--- src/rtl/multicycle_controller_pkg.sv ---
`default_nettype none
// +--------------------------------------------------------------------------+
// | Package     : multicycle_pkg                                             |
// | Description : Shared types and select encodings for the multi-cycle      |
// |               RV32I controller: FSM state enum, opcodes, and the         |
// |               datapath mux-select / ALU-op / immediate-type constants.   |
// | Revision    : 1.0 - initial release                                      |
// +--------------------------------------------------------------------------+
package multicycle_pkg;

  typedef enum logic [3:0] {
    FETCH    = 4'd0,
    DECODE   = 4'd1,
    MEMADR   = 4'd2,
    MEMREAD  = 4'd3,
    MEMWB    = 4'd4,
    MEMWRITE = 4'd5,
    EXECR    = 4'd6,
    EXECI    = 4'd7,
    ALUWB    = 4'd8,
    BEQ      = 4'd9,
    JAL      = 4'd10,
    TRAP     = 4'd11
  } state_t;

  // Opcodes (instr[6:0])
  localparam logic [6:0] OP_LW    = 7'b0000011;
  localparam logic [6:0] OP_SW    = 7'b0100011;
  localparam logic [6:0] OP_RTYPE = 7'b0110011;
  localparam logic [6:0] OP_ITYPE = 7'b0010011;
  localparam logic [6:0] OP_BEQ   = 7'b1100011;
  localparam logic [6:0] OP_JAL   = 7'b1101111;

  // ALU source A
  localparam logic [1:0] SRCA_PC    = 2'b00;
  localparam logic [1:0] SRCA_OLDPC = 2'b01;
  localparam logic [1:0] SRCA_A     = 2'b10;

  // ALU source B
  localparam logic [1:0] SRCB_WDATA = 2'b00;
  localparam logic [1:0] SRCB_IMM   = 2'b01;
  localparam logic [1:0] SRCB_FOUR  = 2'b10;

  // Result source
  localparam logic [1:0] RES_ALUOUT    = 2'b00;
  localparam logic [1:0] RES_DATA      = 2'b01;
  localparam logic [1:0] RES_ALURESULT = 2'b10;

  // ALU operation class
  localparam logic [1:0] ALUOP_ADD   = 2'b00;
  localparam logic [1:0] ALUOP_SUB   = 2'b01;
  localparam logic [1:0] ALUOP_FUNCT = 2'b10;

  // Immediate type
  localparam logic [1:0] IMM_I = 2'b00;
  localparam logic [1:0] IMM_S = 2'b01;
  localparam logic [1:0] IMM_B = 2'b10;
  localparam logic [1:0] IMM_J = 2'b11;

endpackage
`default_nettype wire

--- src/rtl/multicycle_controller_if.sv ---
`default_nettype none
// +--------------------------------------------------------------------------+
// | Interface   : multicycle_controller_if                                   |
// | Description : Controller <-> datapath/memory signal bundle.              |
// |               master : the controller (reads op/zero/mem_ready, drives   |
// |                        every strobe, select, status and counter)         |
// |               slave  : the datapath/memory side                          |
// | Revision    : 1.0 - initial release                                      |
// +--------------------------------------------------------------------------+
interface multicycle_controller_if #(
  parameter int CNT_W = 32
);
  logic [6:0]       op;
  logic             zero;
  logic             mem_ready;
  logic             ir_write;
  logic             pc_write;
  logic             adr_src;
  logic [1:0]       alu_src_a;
  logic [1:0]       alu_src_b;
  logic [1:0]       result_src;
  logic [1:0]       alu_op;
  logic [1:0]       imm_src;
  logic             reg_write;
  logic             mem_write;
  logic             illegal;
  logic [3:0]       state_o;
  logic [CNT_W-1:0] retired;

  modport master (
    input  op, zero, mem_ready,
    output ir_write, pc_write, adr_src, alu_src_a, alu_src_b, result_src,
           alu_op, imm_src, reg_write, mem_write, illegal, state_o, retired
  );

  modport slave (
    output op, zero, mem_ready,
    input  ir_write, pc_write, adr_src, alu_src_a, alu_src_b, result_src,
           alu_op, imm_src, reg_write, mem_write, illegal, state_o, retired
  );
endinterface
`default_nettype wire

--- src/rtl/multicycle_controller_imm_src_decoder.sv ---
`default_nettype none
// +--------------------------------------------------------------------------+
// | Module      : imm_src_decoder                                            |
// | Description : Combinational opcode -> immediate-type decode.             |
// | Ports       : op      (in,  7) opcode                                    |
// |               imm_src (out, 2) 00 I, 01 S, 10 B, 11 J                    |
// | Revision    : 1.0 - initial release                                      |
// +--------------------------------------------------------------------------+
module imm_src_decoder
  import multicycle_pkg::*;
(
  input  logic [6:0] op,
  output logic [1:0] imm_src
);

  always_comb begin
    imm_src = IMM_I;
    case (op)
      OP_SW:   imm_src = IMM_S;
      OP_BEQ:  imm_src = IMM_B;
      OP_JAL:  imm_src = IMM_J;
      default: imm_src = IMM_I;
    endcase
  end

endmodule
`default_nettype wire

--- src/rtl/multicycle_controller.sv ---
`default_nettype none
// +--------------------------------------------------------------------------+
// | Module      : multicycle_controller                                      |
// | Description : Main control FSM of the multi-cycle RV32I datapath.        |
// |               Sequences lw, sw, R-type, I-type ALU, beq and jal and      |
// |               counts retired instructions.                               |
// | Ports       : clk  (in) rising-edge clock                                |
// |               rst  (in) asynchronous active-high reset                   |
// |               bus  (multicycle_controller_if.master) op/zero/mem_ready   |
// |                    in; strobes, selects, illegal, state_o, retired out   |
// | Revision    : 1.0 - initial release                                      |
// +--------------------------------------------------------------------------+
module multicycle_controller
  import multicycle_pkg::*;
#(
  parameter int CNT_W = 32
) (
  input  logic                    clk,
  input  logic                    rst,
  multicycle_controller_if.master bus
);

  state_t           r_state;
  state_t           w_next;
  logic [CNT_W-1:0] r_retired;
  logic             w_retire;
  logic [1:0]       w_imm_src;

  imm_src_decoder u_imm_src_decoder (
    .op      (bus.op),
    .imm_src (w_imm_src)
  );

  always_ff @(posedge clk or posedge rst) begin
    if (rst) begin
      r_state   <= FETCH;
      r_retired <= '0;
    end else begin
      r_state <= w_next;
      if (w_retire) r_retired <= r_retired + CNT_W'(1);
    end
  end

  // An instruction retires on the last cycle of its sequence; MEMWRITE only
  // finishes once memory acknowledges the store.
  assign w_retire = (r_state == MEMWB) || (r_state == ALUWB) || (r_state == BEQ) ||
                    ((r_state == MEMWRITE) && bus.mem_ready);

  always_comb begin
    w_next         = r_state;
    bus.ir_write   = 1'b0;
    bus.pc_write   = 1'b0;
    bus.adr_src    = 1'b0;
    bus.alu_src_a  = SRCA_PC;
    bus.alu_src_b  = SRCB_WDATA;
    bus.result_src = RES_ALUOUT;
    bus.alu_op     = ALUOP_ADD;
    bus.reg_write  = 1'b0;
    bus.mem_write  = 1'b0;
    bus.illegal    = 1'b0;
    case (r_state)
      FETCH: begin
        bus.alu_src_b  = SRCB_FOUR;
        bus.result_src = RES_ALURESULT;
        bus.ir_write   = bus.mem_ready;
        bus.pc_write   = bus.mem_ready;
        if (bus.mem_ready) w_next = DECODE;
      end
      DECODE: begin
        // old_pc + imm is parked in alu_out as a possible branch target
        bus.alu_src_a = SRCA_OLDPC;
        bus.alu_src_b = SRCB_IMM;
        case (bus.op)
          OP_LW, OP_SW: w_next = MEMADR;
          OP_RTYPE:     w_next = EXECR;
          OP_ITYPE:     w_next = EXECI;
          OP_BEQ:       w_next = BEQ;
          OP_JAL:       w_next = JAL;
          default:      w_next = TRAP;
        endcase
      end
      MEMADR: begin
        bus.alu_src_a = SRCA_A;
        bus.alu_src_b = SRCB_IMM;
        w_next        = (bus.op == OP_LW) ? MEMREAD : MEMWRITE;
      end
      MEMREAD: begin
        bus.adr_src = 1'b1;
        if (bus.mem_ready) w_next = MEMWB;
      end
      MEMWB: begin
        bus.result_src = RES_DATA;
        bus.reg_write  = 1'b1;
        w_next         = FETCH;
      end
      MEMWRITE: begin
        bus.adr_src   = 1'b1;
        bus.mem_write = 1'b1;
        if (bus.mem_ready) w_next = FETCH;
      end
      EXECR: begin
        bus.alu_src_a = SRCA_A;
        bus.alu_op    = ALUOP_FUNCT;
        w_next        = ALUWB;
      end
      EXECI: begin
        bus.alu_src_a = SRCA_A;
        bus.alu_src_b = SRCB_IMM;
        bus.alu_op    = ALUOP_FUNCT;
        w_next        = ALUWB;
      end
      ALUWB: begin
        bus.reg_write = 1'b1;
        w_next        = FETCH;
      end
      BEQ: begin
        bus.alu_src_a = SRCA_A;
        bus.alu_op    = ALUOP_SUB;
        bus.pc_write  = bus.zero;
        w_next        = FETCH;
      end
      JAL: begin
        // pc <- branch target (already in alu_out); old_pc+4 flows on to ALUWB
        bus.alu_src_a = SRCA_OLDPC;
        bus.alu_src_b = SRCB_FOUR;
        bus.pc_write  = 1'b1;
        w_next        = ALUWB;
      end
      TRAP: begin
        bus.illegal = 1'b1;
      end
      default: begin
        // unused encodings are treated as illegal
        w_next = TRAP;
      end
    endcase
  end

  assign bus.imm_src = w_imm_src;
  assign bus.state_o = r_state;
  assign bus.retired = r_retired;

endmodule
`default_nettype wire

--- src/flat_wrapper.sv ---
// flat-port wrapper written by rule: the top's interface ports become plain ports
module multicycle_controller_flat import multicycle_pkg::*;
#(
  parameter int CNT_W = 32
)
  (clk, rst, bus_op, bus_zero, bus_mem_ready, bus_ir_write, bus_pc_write, bus_adr_src, bus_alu_src_a, bus_alu_src_b, bus_result_src, bus_alu_op, bus_imm_src, bus_reg_write, bus_mem_write, bus_illegal, bus_state_o, bus_retired);
  multicycle_controller_if #(.CNT_W(CNT_W)) bus_i ();
  input  logic clk;
  input  logic rst;
  input wire logic [$bits(bus_i.op)-1:0] bus_op;
  input wire logic [$bits(bus_i.zero)-1:0] bus_zero;
  input wire logic [$bits(bus_i.mem_ready)-1:0] bus_mem_ready;
  output wire logic [$bits(bus_i.ir_write)-1:0] bus_ir_write;
  output wire logic [$bits(bus_i.pc_write)-1:0] bus_pc_write;
  output wire logic [$bits(bus_i.adr_src)-1:0] bus_adr_src;
  output wire logic [$bits(bus_i.alu_src_a)-1:0] bus_alu_src_a;
  output wire logic [$bits(bus_i.alu_src_b)-1:0] bus_alu_src_b;
  output wire logic [$bits(bus_i.result_src)-1:0] bus_result_src;
  output wire logic [$bits(bus_i.alu_op)-1:0] bus_alu_op;
  output wire logic [$bits(bus_i.imm_src)-1:0] bus_imm_src;
  output wire logic [$bits(bus_i.reg_write)-1:0] bus_reg_write;
  output wire logic [$bits(bus_i.mem_write)-1:0] bus_mem_write;
  output wire logic [$bits(bus_i.illegal)-1:0] bus_illegal;
  output wire logic [$bits(bus_i.state_o)-1:0] bus_state_o;
  output wire logic [$bits(bus_i.retired)-1:0] bus_retired;
  assign bus_i.op = bus_op;
  assign bus_i.zero = bus_zero;
  assign bus_i.mem_ready = bus_mem_ready;
  assign bus_ir_write = bus_i.ir_write;
  assign bus_pc_write = bus_i.pc_write;
  assign bus_adr_src = bus_i.adr_src;
  assign bus_alu_src_a = bus_i.alu_src_a;
  assign bus_alu_src_b = bus_i.alu_src_b;
  assign bus_result_src = bus_i.result_src;
  assign bus_alu_op = bus_i.alu_op;
  assign bus_imm_src = bus_i.imm_src;
  assign bus_reg_write = bus_i.reg_write;
  assign bus_mem_write = bus_i.mem_write;
  assign bus_illegal = bus_i.illegal;
  assign bus_state_o = bus_i.state_o;
  assign bus_retired = bus_i.retired;
  multicycle_controller #(.CNT_W(CNT_W)) u_core (.clk(clk), .rst(rst), .bus(bus_i));
endmodule
--- config.mk ---
export PLATFORM = sky130hd
export DESIGN_NAME = multicycle_controller_flat
export DESIGN_NICKNAME = d
export VERILOG_FILES = /design/src/rtl/multicycle_controller_pkg.sv /design/src/rtl/multicycle_controller_if.sv /design/src/rtl/multicycle_controller_imm_src_decoder.sv /design/src/rtl/multicycle_controller.sv /design/src/flat_wrapper.sv
export SDC_FILE = /design/constraint.sdc
export NUM_CORES = 1
export LEC_CHECK = 0
export CORE_UTILIZATION = 40
export CTS_CLUSTER_DIAMETER = 30
export DETAILED_ROUTE_END_ITERATION = 10
export HOLD_SLACK_MARGIN = 0.1
export PLACE_DENSITY_LB_ADDON = 0.2
export SYNTH_ARGS = -nofsm -noshare
export SYNTH_HDL_FRONTEND = slang
export SYNTH_SLANG_ARGS = --single-unit
--- constraint.sdc ---
create_clock -name clk -period 1.65 [get_ports clk]
set_clock_uncertainty 0.05 [all_clocks]
set_input_delay 0.165 -clock clk [delete_from_list [all_inputs] [get_ports clk]]
set_output_delay 0.165 -clock clk [all_outputs]
set_load 0.1 [all_outputs]
After elaboration in Yosys (flattened, before gate mapping)
Index checks and enable logic that the tools add are counted.
- register bits after elaboration: 36
- input port bits: 11
- reduce and logical (&&, ||, !) cells: 16
- equality and inequality tests: 20
- add/sub/neg operators: 1
- bitwise logic cells: 1
- muxes and demuxes: 17
- operators by type and width (operator ; number):
    32-bit by 1-bit adder with 32-bit output (second input constant) ; 1
    4-bit one-hot mux with 8 select lines ; 1
    4-bit one-hot mux with 5 select lines ; 1
    4-bit by 3-bit equality test with 1-bit output (second input constant) ; 4
    4-bit equality test (second input constant) ; 4
    2-bit one-hot mux with 2 select lines ; 4
    7-bit by 6-bit equality test with 1-bit output (second input constant) ; 2
    7-bit equality test (second input constant) ; 2
    4-bit 2-to-1 mux ; 3
    2-bit OR reduction ; 6
    3-bit OR reduction ; 3
    4-bit by 2-bit equality test with 1-bit output (second input constant) ; 2
    7-bit by 2-bit equality test with 1-bit output (second input constant) ; 1
    7-bit by 5-bit equality test with 1-bit output (second input constant) ; 1
    2-bit inequality test (second input constant) ; 3
    2-bit one-hot mux with 3 select lines ; 1
    1-bit 2-to-1 mux ; 5
    4-bit by 1-bit equality test with 1-bit output (second input constant) ; 1
    4-bit zero test ; 1
    4-bit AND reduction ; 1
    4-bit OR reduction ; 1
    1-bit logical OR ; 3
    3-bit 2-to-1 mux ; 1
    1-bit one-hot mux with 3 select lines ; 1
    other kinds (2) ; 2

Depth between registers and ports, before layout
- depth in word-level cells: 4
- gate-level depth with buffers: 7
- mapped depth without buffers: 5

Cells and area by module
Synthesis repeated with hierarchy kept, for this count alone.
- cells, all modules: 220
- area total of the unflattened synthesis: 2093.3 sq um
- modules (own cells, without submodules) (module ; area an instance (sq um) ; cells each ; seq. area each (sq um) ; instances):
    multicycle_controller ; 2049.5 ; 214 ; 900.9 ; 1
    imm_src_decoder ; 43.8 ; 6 ; 0.0 ; 1

Least setup slack after synthesis
OpenSTA, ideal clock, no wires.
- kind: register -> output
- start: register u_core.r_state[3] (netlist: u_core.bus.state_o[3])
- end: output port bus_ir_write
- arrival time: 5.102 ns
- stages on the path, launching flop included: 5
- slack: -3.667 ns
- cell sequence: dfrtp_1 > buf_6 > clkbuf_1 > nor4_1 > and2_1
- cells in the longest elaborated chain, start to end: 2
- ends and longest elaborated chain (element ; RTL line ; RTL):
    start: declaration ; multicycle_controller.sv:23 ; state_t r_state;
    start signal: assignment ; multicycle_controller.sv:39 ; r_state <= w_next;
    4-bit zero test ; multicycle_controller.sv:61 ; case (r_state)
    1-bit 2-to-1 mux ; multicycle_controller.sv:61 ;
    end: declaration ; flat_wrapper.sv:13 ; output wire logic [$bits(bus_i.ir_write)-1:0] bus_ir_write;
No other way between the ends.

Worst setup path in the final report
- start: register u_core.r_retired[7] (netlist: u_core.bus.retired[7])
- end: register u_core.r_retired[22] (netlist: u_core.bus.retired[22])
- cells in the longest elaborated chain, start to end: 1
- ends and longest elaborated chain (element ; RTL line ; RTL):
    start: declaration ; multicycle_controller.sv:25 ; logic [CNT_W-1:0] r_retired;
    start signal: assignment ; multicycle_controller.sv:40 ; if (w_retire) r_retired <= r_retired + CNT_W'(1);
    32-bit by 1-bit adder with 32-bit output ; multicycle_controller.sv:40 ;
No other way between the ends.
A chain may end at the register's enable or synchronous reset.

==> flow_summary.yaml <==
yosys:
  yosys.cell_types.count: 39
  synth_top_area_share_pct: 44.9
  synth-edff-count: 0
  ys_seq_area_share_pct: 44.9
  synthArstFlopShare_pct: 100
  synth_area_leaders: "dfrtp_1 45%, xnor2_1 13%, nand3_1 5.0%"
  syn_inst: 207
  synth_commonest_cells: "36 x dfrtp_1, 30 x xnor2_1, 20 x nand3_1"
  yosysMostFrequentCell: "dfrtp_1"
  syn_area_um2: 2010
  syn-num-nets: 219
  ys_warn_count: 0
  avgSynthCellArea_um2: 9.70
  ys_ff_latch: 36
  synth_ff_type: "dfrtp_1"
  yosysTopAreaCell: "dfrtp_1"
global_route:
  grt_pass1_wl_um: 11800
  grt_pass1_vias: 2315
  grt_antenna_before_repair: 0
  grt_use_total_pct: 29.8
  grt_overflow: 0
  grt_max_degree: 37
drt:
  met1_length_um: 3610
  route.detailed.drc: 0
  num_vias: 2416
  wl_um: 9390
  avgRoutedWirePerCell_um: 22.9
  highest_layer: "met4"
  avgViaCountPerCell: 5.91
  dr_wl_met2_um: 4750
  route.met3.wl_um: 597
  drtIter0Drc: 168
  first_pass_iters: 5
  antenna_violating_nets_post_route: 0
clock_tree:
  cts_tree: "built"
  root_buffer: "clkbuf_8"
  cts_buffers: 5
  cts.path.max_buffers: 2
  cts.clk_slew.worst_paths_ns: 0.08
  htree_levels: 2
  cts_hold_buf: 0
  clock_sinks: 36
  clkLatencyLatePin_ns: 0.29
run:
  drv_cap: 0
outcome:
  outcome: "finished, violations left"
  violations: "negative setup slack"
placed_design:
  dp_hpwl_um: 4080
  place_congestion: 0.787
  placed_cell_area_um2: 3710
  numPortBuffers: 62
sta:
  rsz0062_at_grt: "true"
  worst_slack_ns: -0.281
  maxSlewViolCount: 0
  setup_viol: 48
  hold_viol_final: 0
  fin_tns_setup_ns: -7.92
  finalCritPeriodShare_pct: 117
  tightest_slew_ns: 0.482
  fmax_mhz: 518
  layout_min_cycle_time_ns: 1.93
  slew_headroom_pct: 67.8
critical_path:
  cp-end-kind: "register"
  crit_path_max_fanout: 7
  path_class: "register to register"
  worst_ep_arrival_time_ns: 2.06
  cp_data_required_time_ns: 1.78
  startpoint_type: "register"
floorplan:
  die_w_um: 72.8
  ios: 63
  initial_core_util_pct: 41.9
  rows: 25
  core_um2: 4790
  die_h_um: 72.8
  dieArea_um2: 5300
pwr:
  peakVddDrop_v: 0.00161
  power_w: 0.00854
  power_leakage_nw: 1.90
  power.density_nw_per_um2: 1920
cells_and_area:
  syn_to_final_growth_pct: 121
  diodes: 0
  drive_gt1_share_pct: 64.3
  fin_area_um2: 4440
  nets: 353
worst_hold_path:
  min_path_type: "primary input to async pin"
path summary, 6_finish.rpt:
kind                                       start                      to  slack, ns  cells past startpoint
max reg2reg                u_core.bus.retired[7]  u_core.bus.retired[22]      -0.28                      6
min reg2reg                u_core.bus.retired[3]   u_core.bus.retired[3]       0.49                      1
max                        u_core.bus.retired[7]  u_core.bus.retired[22]      -0.28                      6
min in group clk                       bus_op[6]   u_core.bus.state_o[1]       0.46                      4
min                                          rst  u_core.bus.retired[22]       0.25                      3
max in group asynchronous                    rst   u_core.bus.retired[4]       0.93                      3
through the flow:
step,utilization [%],hold WS [ns],std cells,setup WS [ns]
6_report,92.7,0.250,409,-0.281
2_1_floorplan,-,0.281,207,-1.15
3_3_place_gp,77.6,0.466,374,-0.175
4_1_cts,86.9,0.268,399,-0.161
5_1_grt,92.7,0.306,409,-0.307
3_5_place_dp,77.6,0.469,374,-0.256
flip-flops by register name (all words and copies together), names as in the netlist:
signal / cells
u_core.bus.retired: 32
u_core.bus.state_o: 4
cells by family (layout without fill, tap and decap cells):
kind of cell,after synthesis,count (layout),synth area share [%]
flip-flops,36,36,44.9
multiplexers,2,2,1.12
XOR/XNOR,32,32,14.0
AO/OA/AOI/OAI,23,23,7.54
AND/OR/NAND/NOR,98,98,28.3
adder cells (fa/ha/maj),1,1,0.623
buffers and inverters,15,150,3.55
metal layers:
layer,GRT usage [%],vias up
met3,7.87,44
met1,38.3,1185
met4,10.5,0
met2,48.8,171
li1,-,1016
met5,0,-
final cells by class:
cell class,count,area (um2)
clock buffer,8,90.1
fill,138,350
multi-input combinational,156,1440
inverter,4,30.0
timing repair buffer,138,1860
sequential,36,938
tap,67,83.8
worst max-delay path, stage by stage, from the launching register on:
cell and delay, ns:
dfrtp_2 0.41, and4_4 0.27, nand3_4 0.11, nor4_4 0.35
buf_6 0.18, nand4_1 0.15, xnor2_1 0.30
cells in the final DEF, fill, tap and decap left out, types with 3 or more instances in the layout:
cell             Yosys  final
and3_1               9      6
and4_1               7      6
buf_12               0     55
buf_4                0     51
buf_6                2     16
buf_8                0      6
clkbuf_8             0      6
clkdlybuf4s50_1      0      7
dfrtp_1             36     14
dfrtp_2              0     18
dfrtp_4              0      4
nand2_1             14      6
nand2_2              0      3
nand2_4              0      5
nand3_1             20      6
nand3_2              0     11
nand3_4              0      3
nand4_1             14     14
nor2_1              13      5
nor2_4               0      7
o21ai_0              5      3
xnor2_1             30     23
xnor2_2              0      6
repair_timing:
item	CTS	global route
buffers inserted	15	10
gates resized for setup	58	44
setup endpoints to repair	42	52
cloned	2	0
endpoints found under the hold margin	0	0
pin swaps	28	24
where the power goes:
group,internal [W],switching [W],leakage (nW),total (W)
registers,0.00105,0.000208,0.454,0.00126
clock network,0.000341,0.000337,0.0455,0.000679
logic,0.00268,0.00392,1.40,0.00660
total,0.00407,0.00447,1.90,0.00854
Note: power is estimated with default switching activity, not from simulation.
